<file path="src/rtl/display_scan_controller.sv">
// display_scan_controller
//
// Drives one shared Standard_7448 BCD-to-7-segment decoder across NUM_DIGITS
// multiplexed common-cathode digits. It scans from the most significant digit
// down to digit 0. The displayed value is double-buffered, so a new value only
// takes effect at a frame boundary.
//
// Other features:
//   - power-on lamp test
//   - leading-zero blanking through the decoder's RBI pin
//   - a dead gap at the start of every digit slot, to stop ghosting
//   - per-digit blinking
//   - invalid BCD digits shown dark
//
// Ports:
//   clk          system clock, rising edge
//   rst_n        asynchronous active-low reset
//   digits_in    BCD value, nibble k = digit k (digit 0 least significant)
//   load         one-cycle strobe that captures digits_in
//   blink_mask   bit k = 1 makes digit k blink
//   lz_blank_en  enables leading-zero blanking
//   lamp_test    level, forces LT while high
//   blank        level, forces the display dark (does not suppress LT)
//   data         BCD nibble to the 7448
//   LT, RBI, BI  7448 lamp-test / ripple-blank-in / blanking-in, active-high
//   digit_sel    one-hot digit enable, active-high, all zero during the dead gap
//   frame_start  one-cycle pulse on the first cycle of each frame
//   busy         a loaded value is waiting for the next frame boundary
//
// All outputs are registered. Each clock edge registers the outputs for the
// slot position held in the counters at that edge. Level inputs therefore
// reach the outputs one cycle after they change.

module display_scan_controller #(
    parameter int NUM_DIGITS   = 4,
    parameter int SCAN_DIV     = 1000,
    parameter int DEAD         = 16,
    parameter int LT_FRAMES    = 50,
    parameter int BLINK_FRAMES = 64
) (
    input  logic                    clk,
    input  logic                    rst_n,
    input  logic [4*NUM_DIGITS-1:0] digits_in,
    input  logic                    load,
    input  logic [NUM_DIGITS-1:0]   blink_mask,
    input  logic                    lz_blank_en,
    input  logic                    lamp_test,
    input  logic                    blank,
    output logic [3:0]              data,
    output logic                    LT,
    output logic                    RBI,
    output logic                    BI,
    output logic [NUM_DIGITS-1:0]   digit_sel,
    output logic                    frame_start,
    output logic                    busy
);

    localparam int CW = (SCAN_DIV > 1) ? $clog2(SCAN_DIV) : 1;
    localparam int IW = (NUM_DIGITS > 1) ? $clog2(NUM_DIGITS) : 1;
    localparam int FW = $clog2(LT_FRAMES + 1);
    localparam int BW = $clog2(BLINK_FRAMES + 1);

    typedef enum logic {
        POWER_TEST,
        SCAN
    } state_t;

    state_t state, state_next;

    logic [CW-1:0]           slot_cnt;
    logic [IW-1:0]           idx;
    logic [FW-1:0]           lt_cnt;
    logic [BW-1:0]           blink_cnt;
    logic                    blink_off;
    logic [4*NUM_DIGITS-1:0] shadow;
    logic [4*NUM_DIGITS-1:0] active;

    logic                    boundary;
    logic                    frame_end;
    logic [4*NUM_DIGITS-1:0] frame_value;
    logic [3:0]              nibble;
    logic                    upper_zero;
    logic                    visible;
    logic                    lt_now;
    logic [NUM_DIGITS-1:0]   sel_next;
    logic                    rbi_next;
    logic                    bi_next;

    assign boundary  = (slot_cnt == '0) && (idx == IW'(NUM_DIGITS - 1));
    assign frame_end = (slot_cnt == CW'(SCAN_DIV - 1)) && (idx == '0);

    // Leave the lamp test on the last cycle of the final test frame, so the
    // next frame boundary is already in SCAN.
    always_comb begin
        state_next = state;
        if ((state == POWER_TEST) && frame_end && (lt_cnt == FW'(LT_FRAMES - 1)))
            state_next = SCAN;
    end

    always_comb begin
        // A load on the boundary cycle bypasses the shadow register, so that
        // frame already shows the new value.
        frame_value = active;
        if (boundary) begin
            if (load)
                frame_value = digits_in;
            else if (busy)
                frame_value = shadow;
        end

        nibble = frame_value[4*int'(idx) +: 4];

        upper_zero = 1'b1;
        for (int k = 0; k < NUM_DIGITS; k++) begin
            if ((k >= int'(idx)) && (frame_value[4*k +: 4] != 4'd0))
                upper_zero = 1'b0;
        end

        visible  = (slot_cnt >= CW'(DEAD));
        lt_now   = (state == POWER_TEST) || lamp_test;
        sel_next = visible ? (NUM_DIGITS'(1) << idx) : '0;
        rbi_next = !lt_now && lz_blank_en && (idx != '0) && upper_zero;

        if (!visible)
            bi_next = 1'b1;
        else if (lt_now)
            bi_next = 1'b0;
        else
            bi_next = blank || (blink_mask[idx] && blink_off) || (nibble > 4'd9);
    end

    always_ff @(posedge clk or negedge rst_n) begin
        if (!rst_n)
            state <= POWER_TEST;
        else
            state <= state_next;
    end

    always_ff @(posedge clk or negedge rst_n) begin
        if (!rst_n) begin
            slot_cnt    <= '0;
            idx         <= IW'(NUM_DIGITS - 1);
            lt_cnt      <= '0;
            blink_cnt   <= '0;
            blink_off   <= 1'b0;
            shadow      <= '0;
            active      <= '0;
            busy        <= 1'b0;
            data        <= 4'd0;
            LT          <= 1'b0;
            RBI         <= 1'b0;
            BI          <= 1'b1;
            digit_sel   <= '0;
            frame_start <= 1'b0;
        end else begin
            if (slot_cnt == CW'(SCAN_DIV - 1)) begin
                slot_cnt <= '0;
                idx      <= (idx == '0) ? IW'(NUM_DIGITS - 1) : idx - 1'b1;
            end else begin
                slot_cnt <= slot_cnt + 1'b1;
            end

            // Frame counters advance on the last cycle of a frame. Their new
            // values are then in place for the next frame's boundary cycle.
            if (frame_end) begin
                if (state == POWER_TEST)
                    lt_cnt <= lt_cnt + 1'b1;
                if (blink_cnt == BW'(BLINK_FRAMES - 1)) begin
                    blink_cnt <= '0;
                    blink_off <= ~blink_off;
                end else begin
                    blink_cnt <= blink_cnt + 1'b1;
                end
            end

            if (load)
                shadow <= digits_in;
            if (boundary) begin
                active <= frame_value;
                busy   <= 1'b0;
            end else if (load) begin
                busy <= 1'b1;
            end

            data        <= nibble;
            LT          <= lt_now;
            RBI         <= rbi_next;
            BI          <= bi_next;
            digit_sel   <= sel_next;
            frame_start <= boundary;
        end
    end

endmodule

</file>
<file path="config.mk">
export PLATFORM = sky130hd
export DESIGN_NAME = display_scan_controller
export DESIGN_NICKNAME = d
export VERILOG_FILES = /design/src/rtl/display_scan_controller.sv
export SDC_FILE = /design/constraint.sdc
export NUM_CORES = 1
export LEC_CHECK = 0
export CORE_MARGIN = 1.5
export CORE_UTILIZATION = 55
export CTS_CLUSTER_SIZE = 10
export DETAILED_ROUTE_END_ITERATION = 10
export GPL_ROUTABILITY_DRIVEN = 0
export PLACE_DENSITY = 0.79
export SYNTH_ARGS = -nofsm -noshare
export SYNTH_HDL_FRONTEND = slang
export SYNTH_SLANG_ARGS = --single-unit
</file>
<file path="constraint.sdc">
create_clock -name clk -period 4.8 [get_ports clk]
set_clock_uncertainty 0.2 [all_clocks]
set_input_delay 0.72 -clock clk [delete_from_list [all_inputs] [get_ports clk]]
set_output_delay 0.72 -clock clk [all_outputs]
set_load 0.01 [all_outputs]
</file>
==> summary.md, run 1 <==
| Metric | Value |
|---|---|
| Max H-tree Level | `3` |
| PD cells | `287 mW/mm2` |
| Worst min-delay path category | `in -> async` |
| # rows | `27` |
| Synth Area in Compound Gates | `0.0919` |
| Number of global-route vias before repair | `2,118` |
| Cts bufs inserted | `9` |
| Register area share after synthesis | `0.555` |
| Total number of vias | `2,166` |
| Setup repair bufs after CTS | `0` |
| Critical path arrival | `3620 ps` |
| Drt total wl | `6170 um` |
| Cts repair resizes | `0` |
| Overflow after GRT | `0` |
| Final setup fails | `0` |
| WS Path Type | `reg -> reg` |
| Core footprint | `0.00561 mm2` |
| Register-to-register setup slack | `1240 ps` |
| Cell area after synthesis | `0.00326 mm2` |
| MaxCap Viol Count | `0` |
| Top-area cell type share of the netlist area | `0.530` |
| GRT Total Usage | `0.215` |
| Most common cell in the synthesized netlist | `dfrtp_1` |
| Fin nets | `358` |
| ANT cells | `0` |
| IO buf count | `38` |
| Worst Reg-to-Reg Cells | `6` |
| Most common library cells after synthesis | `dfrtp_1 (69), nand2_1 (21), inv_1 (20), nor2_1 (20), o21ai_0 (16)` |
| Final setup margin | `1240 ps` |
| Final Non-Filler Cells | `400` |
| DRT antenna net count | `0` |
| Synth Register Bits | `72` |
| Post-synthesis adder-cell area fraction | `0.0346` |
| Post-synth top flop | `dfrtp_1` |
| F_max | `281 MHz` |
| Final core utilization | `0.689` |
| Total I/O pin count | `39` |
| CTS tree | `built` |
| Post-Syn Nets | `315` |
| Area Overhead vs Synth | `18.7%` |
| Drt pass-1 iters | `4` |
| Worst skew pair latency | `340 ps` |
| Pin count of the biggest net entering global routing | `42` |
| HPWL after detailed placement | `4450 um` |
| CTS root buf | `clkbuf_8` |
| Measured slew at the worst slew-check pin | `875 ps` |
| EDFF count, synth | `0` |
| Asr flop ratio synth | `1.00` |
| Max IR drop VDD | `0.000142 V` |
| # hold bufs at CTS | `0` |
| Multiplexer area fraction after synthesis | `0.116` |
| Post-Synth XOR/XNOR Area | `0.0377` |
| DIE AREA | `0.00639 mm2` |
| Initial Util | `0.581` |
| Placed cells | `384` |
| Pre-CTS setup slack | `1240 ps` |
| Worst-path clk slew | `70 ps` |
| Critical Path RT | `4860 ps` |
| Post-synthesis cell count | `280` |
| Clk sinks | `72` |
| Filler cells | `426` |
| WL per Instance | `15.4 um` |
| Worst reg2reg path endpoint | `RBI` |
| Post-DR vias/cell | `5.42` |
| Leak pwr | `1.80 nW` |
| Share of cells above drive strength 1 | `0.137` |
| CP max FO | `14` |
| Syn. warnings | `0` |
| Status | `finished clean` |
| DRC viols | `0` |
| Leading post-synthesis cells by cell area | `dfrtp_1 (53%), mux2_2 (5.2%), mux2i_1 (4.3%)` |
| CP Capture Type | `register` |
| Mapped Avg Cell Area | `11.6 um2` |
| CTS Buffer Depth | `2` |
| Largest family of logic cells by synthesized area | `simple AND/OR/NAND/NOR gates` |
| Final worst path period need | `3560 ps` |
| First-pass GRT wire length | `10,100 um` |
| Synth Area in Simple Gates | `0.127` |
| Max Slew Vio Count | `0` |
| Post-synth cell types | `47` |
| RSZ-0062 raised after global routing | `no` |
| Initial DRC count | `101` |
| Worst R2R Start | `idx[0]` |
| Largest area contributor in the netlist | `dfrtp_1` |
| Hold Vio Cnt, Final | `0` |
| Setup_tns | `0 ps` |
| Antenna violations before repair | `0` |
| Period utilization | `0.742` |
| Fin Hold WS | `230 ps` |
| Worst setup SP type | `register` |
| Die height | `79.9 um` |
| Die extent in x | `79.9 um` |
| Slew margin rel. | `0.413` |
==> worst max path at each step <==
stage,cells after the start,endpoint,from,slack (ps)
after global routing,6,RBI,idx[0],1050
after floorplan,6,RBI,idx[1],1910
final,6,RBI,idx[0],1240
after CTS,6,RBI,idx[0],1200
after global placement,6,RBI,load,1270
after detailed placement,6,RBI,load,1240
==> final cells by class <==
type	count	area, um2	area share
Sequential cell	72	1810	0.467
Multi-Input combinational cell	178	1330	0.343
Clock buffer	13	149	0.0385
Clock inverter	3	17.5	0.00453
Inverter	21	78.8	0.0204
Tap cell	72	90.1	0.0233
Timing Repair Buffer	41	398	0.103
==> logic make-up after synthesis <==
group	Yosys count
AND/OR/NAND/NOR	78
flip-flops	72
AO/OA/AOI/OAI	45
multiplexers	32
buffers and inverters	30
XOR/XNOR	14
adder cells (fa/ha/maj)	9
==> report_power, final <==
group	leakage (nW)	total [W]	internal, W	switching, W
logic	0.795	0.0000701	0.0000351	0.0000350
clock network	0.0834	0.000411	0.000201	0.000210
registers	0.925	0.000629	0.000623	0.00000564
==> critical path: stages, from the launching register on <==
cell and delay [ps]:
dfstp_2 640, ha_1 210, or4bb_1 550, nor4_4 700, mux2_2 450, or4_1 530
nor3_1 190
==> registers in the layout, summed over array words and instances, names as in the netlist <==
name	cells
slot_cnt	10
active	16
frame_start	1
RBI	1
lt_cnt	6
blink_cnt	7
busy	1
BI	1
digit_sel	4
LT	1
shadow	16
blink_off	1
data	4
state	1
idx	2
==> routing by layer <==
metal,global-route usage,up-vias,routed length [um]
met1,0.279,1052,2800
met5,0,-,0
met3,0.0343,10,282
met2,0.344,49,3000
met4,0.119,0,97
li1,-,1055,-
==> stage by stage <==
| stage | total power, W | cell area, um2 |
|---|---|---|
| finish | 0.00111 | 3860 |
| global route | 0.00115 | 3860 |
| global placement | 0.000709 | 3700 |
| floorplan | 0.000667 | 3260 |
| detailed placement | 0.000711 | 3700 |
| CTS | 0.00112 | 3860 |
==> layout by cell type (no fill, tap or decap), drive strengths merged, types with 3 or more instances in the layout <==
cell type      Yosys  final
dfrtp             69     69
clkdlybuf4s50      0     37
nand2             21     21
inv               20     20
nor2              20     20
o21ai             17     17
mux2              15     15
mux2i             14     14
clkbuf             4     13
a21oi             10     10
xnor2              9      9
ha                 9      9
nand3              6      6
xor2               5      5
and2               5      5
a21o               4      4
o2bb2ai            4      4
nor3               4      4
buf                5      4
dfstp              3      3
or2                3      3
mux4               3      3
nand4              3      3
nor4               3      3
clkinv             1      3
No activity file was read; power rests on OpenSTA's default activity.
==> run 2, diff against run 1 <==
clock period = 3.37 ns   (was 4.8 ns; I/O delays follow)
==> run 2 against run 1 <==
Clock power grew 87%. Highest routed layer unchanged. First-iteration DRC count increased by 91%. Sequential share of layout area fell by 1.3 points. Critical path type unchanged.
==> summary.md, run 2 (synthesis results as in run 1) <==
| Metric | Value |
|---|---|
| GR Util met1 | `0.299 (+0.0192)` |
| Total I/O pin count | `39 (unchanged)` |
| Setup_tns | `0 ps (unchanged)` |
| Met3 global-route usage | `0.0423 (+0.00800)` |
| DRC viols | `0 (unchanged)` |
| Max IR drop VDD | `0.000440 V (+210%)` |
| # rows | `27 (unchanged)` |
| Area Overhead vs Synth | `21.9%` |
| Worst skew pair latency | `340 ps (about the same)` |
| Hold Vio Cnt, Final | `0 (unchanged)` |
| Die extent in x | `79.9 um (unchanged)` |
| Drt pass-1 iters | `4 (unchanged)` |
| Number of global-route vias before repair | `2,300 (+8.6%)` |
| Most frequent cells in the layout | `dfrtp_1 (69), clkdlybuf4s50_1 (37), nand2_1 (21), inv_1 (20), nor2_1 (20)` |
| Worst min-delay path category | `in -> async` |
| Routing usage on met2 | `0.376 (+0.0328)` |
| Drt total wl | `6620 um (+7.2%)` |
| Final setup fails | `0 (unchanged)` |
| DRT antenna net count | `0 (unchanged)` |
| Top flop regs | `active x16, shadow x16, slot_cnt x10` |
| Initial Util | `0.581 (unchanged)` |
| Worst setup SP type | `register` |
| GRT Total Usage | `0.235 (+0.0201)` |
| ANT cells | `0 (unchanged)` |
| Pin count of the biggest net entering global routing | `40 (-4.8%)` |
| Worst-path clk slew | `80 ps (about the same)` |
| Final Non-Filler Cells | `404 (+1.0%)` |
| DIE AREA | `0.00639 mm2 (unchanged)` |
| Core footprint | `0.00561 mm2 (unchanged)` |
| RSZ-0062 raised after global routing | `no` |
| Cts repair resizes | `0 (unchanged)` |
| Clk sinks | `72 (unchanged)` |
| Fin nets | `362 (+1.1%)` |
| Measured slew at the worst slew-check pin | `808 ps (-66.2 ps)` |
| Critical Path RT | `3450 ps (-1410 ps)` |
| Placed cells | `388 (+1.0%)` |
| PD cells | `445 mW/mm2 (+55%)` |
| Global route hottest layer | `met2` |
| Die height | `79.9 um (unchanged)` |
| Max Slew Vio Count | `0 (unchanged)` |
| Critical path arrival | `3260 ps (-360 ps)` |
| CP Capture Type | `register` |
| Status | `finished clean` |
| # hold bufs at CTS | `0 (unchanged)` |
| Period utilization | `0.946 (+0.204)` |
| WL per Instance | `16.4 um (+6.1%)` |
| Leak pwr | `1.86 nW (+3.4%)` |
| Post-DR vias/cell | `5.62 (+3.8%)` |
| Multi-input logic area | `0.00133 mm2 (unchanged)` |
| HPWL after detailed placement | `4770 um (+7.2%)` |
| F_max | `314 MHz (+12%)` |
| Pre-CTS setup slack | `241 ps (-1000 ps)` |
| Initial DRC count | `193 (+91%)` |
| Antenna violations before repair | `0 (unchanged)` |
| Final setup margin | `183 ps (-1050 ps)` |
| Commonest non-fill, non-tap cell in the layout | `dfrtp_1` |
| CTS tree | `built` |
| CTS root buf | `clkbuf_8` |
| MaxCap Viol Count | `0 (unchanged)` |
| Final core utilization | `0.708 (+0.0190)` |
| Slew margin rel. | `0.461 (+0.0485)` |
| Overflow after GRT | `0 (unchanged)` |
| Cts bufs inserted | `9 (unchanged)` |
| Max H-tree Level | `3 (unchanged)` |
| CTS Buffer Depth | `2 (unchanged)` |
| Share of cells above drive strength 1 | `0.157 (+0.0194)` |
| Fin Hold WS | `43.6 ps (-186 ps)` |
| Setup repair bufs after CTS | `0 (unchanged)` |
| First-pass GRT wire length | `11,100 um (+10%)` |
| Final worst path period need | `3190 ps (-375 ps)` |
| Filler cells | `394 (-7.5%)` |
| WS Path Type | `reg -> reg` |
| IO buf count | `38 (unchanged)` |
| Register area | `0.00181 mm2 (unchanged)` |
| CP max FO | `7 (-7)` |
| Total number of vias | `2,270 (+4.8%)` |
-- run 2: cell count changes in the layout (fill, tap and decap cells not counted) --
cell and delta:
bufinv_16 +2, clkbuf_1 -3, clkbuf_8 +1, clkinv_4 +1
clkinvlp_4 -1, buf_12 +1, buf_4 +3
-- run 2: report_power, final --
part	internal [W]	switching (W)	total, W
clock	0.000456	0.000313	0.000769
combinational	0.0000525	0.0000524	0.000105
sequential	0.000887	0.00000759	0.000895
total	0.00140	0.000373	0.00177
-- run 2: layout make-up --
class,count,share of cell area
well taps,72,0.0227
clock buffers,11,0.0381
clock inverters,5,0.0199
flip-flops and latches,72,0.455
multi-input cells,178,0.334
inverters,21,0.0199
repair buffers,45,0.111
-- run 2: routing by layer --
metal | up-vias | share of wire
li1 | 1056 | -
met3 | 18 | 0.053
met2 | 66 | 0.49
met4 | 0 | 0.029
met1 | 1130 | 0.43
met5 | - | 0
-- run 2: through the flow --
| stage | power [W] | cell area (um2) |
|---|---|---|
| finish | 0.00177 | 3970 |
| global route | 0.00183 | 3970 |
| CTS | 0.00178 | 3970 |
| detailed placement | 0.00102 | 3740 |
| global placement | 0.00101 | 3740 |
| floorplan | 0.000950 | 3260 |
-- run 2: critical path, stage by stage, from the launching register on --
cell and delay [ps]:
dfstp_2 600, ha_1 200, or4bb_1 550, nor3_4 330, buf_4 210, a21oi_1 100
a2111oi_0 520, or3_1 230, nor2_1 60, o21ai_1 130
-- run 2: worst paths after layout --
check / startpoint / end / slack (ps) / cells after the start
max: idx[1] / BI / 180 / 9
min: rst_n / data[3] / 40 / 1
max reg2reg: idx[1] / BI / 180 / 9
min reg2reg: blink_off / blink_off / 280 / 1
max in group asynchronous: rst_n / slot_cnt[2] / 2250 / 2
min in group clk: blink_off / blink_off / 280 / 1
==> RTL edit (flow settings as in run 1) <==
Set the parameter `DEAD` to 12 (it was 16).
--- a/src/rtl/display_scan_controller.sv
+++ b/src/rtl/display_scan_controller.sv
@@ -34,7 +34,7 @@
 module display_scan_controller #(
     parameter int NUM_DIGITS   = 4,
     parameter int SCAN_DIV     = 1000,
-    parameter int DEAD         = 16,
+    parameter int DEAD         = 12,
     parameter int LT_FRAMES    = 50,
     parameter int BLINK_FRAMES = 64
 ) (
Check against the original RTL: same outputs for any inputs over 10 cycles, from zero or initial values and one cycle with rst_n low; that may be too few to reach the edited logic, so the function may still have changed.
==> RTL edit against run 1 <==
Sequential cell count stayed put. Clock power grew 2%. Power grew 0.41%. Global-route usage increased by 0.81 points. Non-clock buffer count is 1 lower. Design area decreased by 0.29%. Synthesized area fell by 0.23%. Worst setup slack better by 0.39 ns. Worst hold slack got worse by 0.015 ns. Combinational power decreased by 4.3%. Wire length grew 0.87%. Critical path type is now input pin to flip-flop. Largest cell class unchanged. Highest routed layer unchanged.
==> RTL edit: results (changes against run 1) <==
Pwr:
- The worst vdd rail ir drop is 176.8 uV (+25%).
- The total net switching power was 259.2 uW (+3.4%).
- The leakage power is 0.001757 uW (-2.6%).
- The switching part of the total is 23.27% (+0.66 points).
- The clock network power share is 37.7% (+0.7 points).
- The combinational cell fraction of total power is 6.0% (-0.3 points).

Clocking:
- The clock slew at the register clock pins of the worst setup and hold paths came to 0.07 ns (about the same).
- The maximum level of the CTS H-tree was 3 (unchanged).
- The CTS buffer count came to 9 (unchanged).
- The root buffer selected by CTS is clkbuf_8.
- The post-CTS resize count is 0 (unchanged).

Worst setup path:
- The worst register-to-register path ends at BI.
- The worst reg-to-reg setup slack is 1.80 ns (+0.56 ns).
- The number of cells on the worst reg-to-reg path was 8 (+2).
- The peak fanout along the critical path came to 29 (+15).
- The arrival time at the worst endpoint is 3.23 ns (-0.39 ns).

Layout:
- The final net count was 352 (-1.7%).
- The fraction of layout instances using a drive strength above 1 was 17.39% (+3.7 points).
- The final non-filler cell total is 394 (-1.5%).
- The number of filler instances in the final layout is 424 (-0.47%).
- The largest registers in the layout are active: 16 flops, shadow: 16 flops, slot_cnt: 10 flops.
- The total inserted antenna cells is 0 (unchanged).

Place:
- The port buffer count is 38 (unchanged).
- The placed wire-length estimate after detailed placement is 4.374 mm (-1.7%).
- The placed cell count is 378 (-1.6%).

Yosys:
- The synthesized netlist net count is 309 (-1.9%).
- After synthesis, the most frequently instantiated cells are dfrtp_1, nand2_1, mux2_2, nor2_1, o21ai_0.
- The distinct cell type count after synthesis is 51 (+8.5%).
- The number of synthesis warnings is 0 (unchanged).
- The sequential element share of the synthesized area came to 55.59% (+0.13 points).
- The post-synthesis area per instance came to 11.85 sq um (+2.0%).
- Yosys attributes the largest share of cell area to dfrtp_1, mux2_2, ha_1.

Detailed routing:
- The met1 wire length is 2.811 mm (+0.54%).
- The total length of routed met3 wires is 281 um (-0.35%).
- The total wire length after detailed routing was 6.226 mm (+0.87%).
- The detailed-route vias per instance is 5.574 (+2.9%).
- The DRC violation total after the first TritonRoute iteration came to 113 (+12%).
- The detailed-routed wire length on met2 is 2.991 mm (-0.17%).

Global routing:
- The first-pass GRT wire length is 10.36 mm (+2.8%).
- The via count of the first global-routing pass is 2175 (+2.7%).
- The overall fraction of global-route tracks in use was 22.31% (+0.81 points).

STA:
- The pin slew with the least headroom to its limit came to 0.6974 ns (-0.1772 ns).

Status:
- The flow ran to the end, and the final reports show no timing, DRC or antenna violations.

Die:
- The placeable core region is 5608 sq um (unchanged).
RTL edit: changes by cell type after synthesis, sizes merged, moves of 3 or more:
cell	delta
and2	+3
mux2	+7
a21o	-3
o211ai	+3
o2bb2ai	-4
inv	-5
mux2i	-7
a21oi	-3
RTL edit: area by class of cell:
type / count / share of cell area [%]
clock buffers: 10 / 3.573
clock inverters: 6 / 0.9094
inverters: 15 / 1.462
multi-input cells: 179 / 34.72
flip-flops and latches: 72 / 46.87
well taps: 72 / 2.338
repair buffers: 40 / 10.13
RTL edit: layer usage:
metal  vias up  track usage, %
met5         -               0
met4         0           10.86
met3        11           6.743
met2        53           34.75
met1      1079           28.42
li1       1053               -
RTL edit: how the worst max path moves through the flow:
stage / depth (start not counted) / slack, ns / end / from
after floorplan: 9 / 2.23 / BI / load
after global placement: 9 / 1.36 / BI / load
after detailed placement: 9 / 1.31 / BI / load
after CTS: 9 / 1.67 / BI / load
after global routing: 9 / 1.55 / BI / load
final: 9 / 1.63 / BI / load
RTL edit: stage by stage:
step / setup WS, ns / instance area, sq um / hold WS [ns]
global route: 1.551 / 3852 / 0.2509
CTS: 1.666 / 3852 / 0.2240
detailed placement: 1.306 / 3680 / 0.2678
finish: 1.631 / 3852 / 0.2151
floorplan: 2.229 / 3248 / 0.2244
global placement: 1.362 / 3680 / 0.2599
RTL edit: logic make-up after synthesis:
family	share of synthesized area, %
xor gates and xnor gates	3.505
and+or+nand+nor	13.56
AOI/OAI and AO/OA	9.246
adders and majority gates	3.467
DFF	55.59
muxes	11.40
buffers and inverters	3.235
RTL edit: critical path, cell delays in order:
cell and delay, ns:
clkdlybuf4s50_1 0.46, buf_4 0.30, or2_2 0.20, nand4_2 0.36, mux2_2 0.44, a22o_1 0.23, a221o_1 0.31, o211ai_2 0.09
o211ai_1 0.11
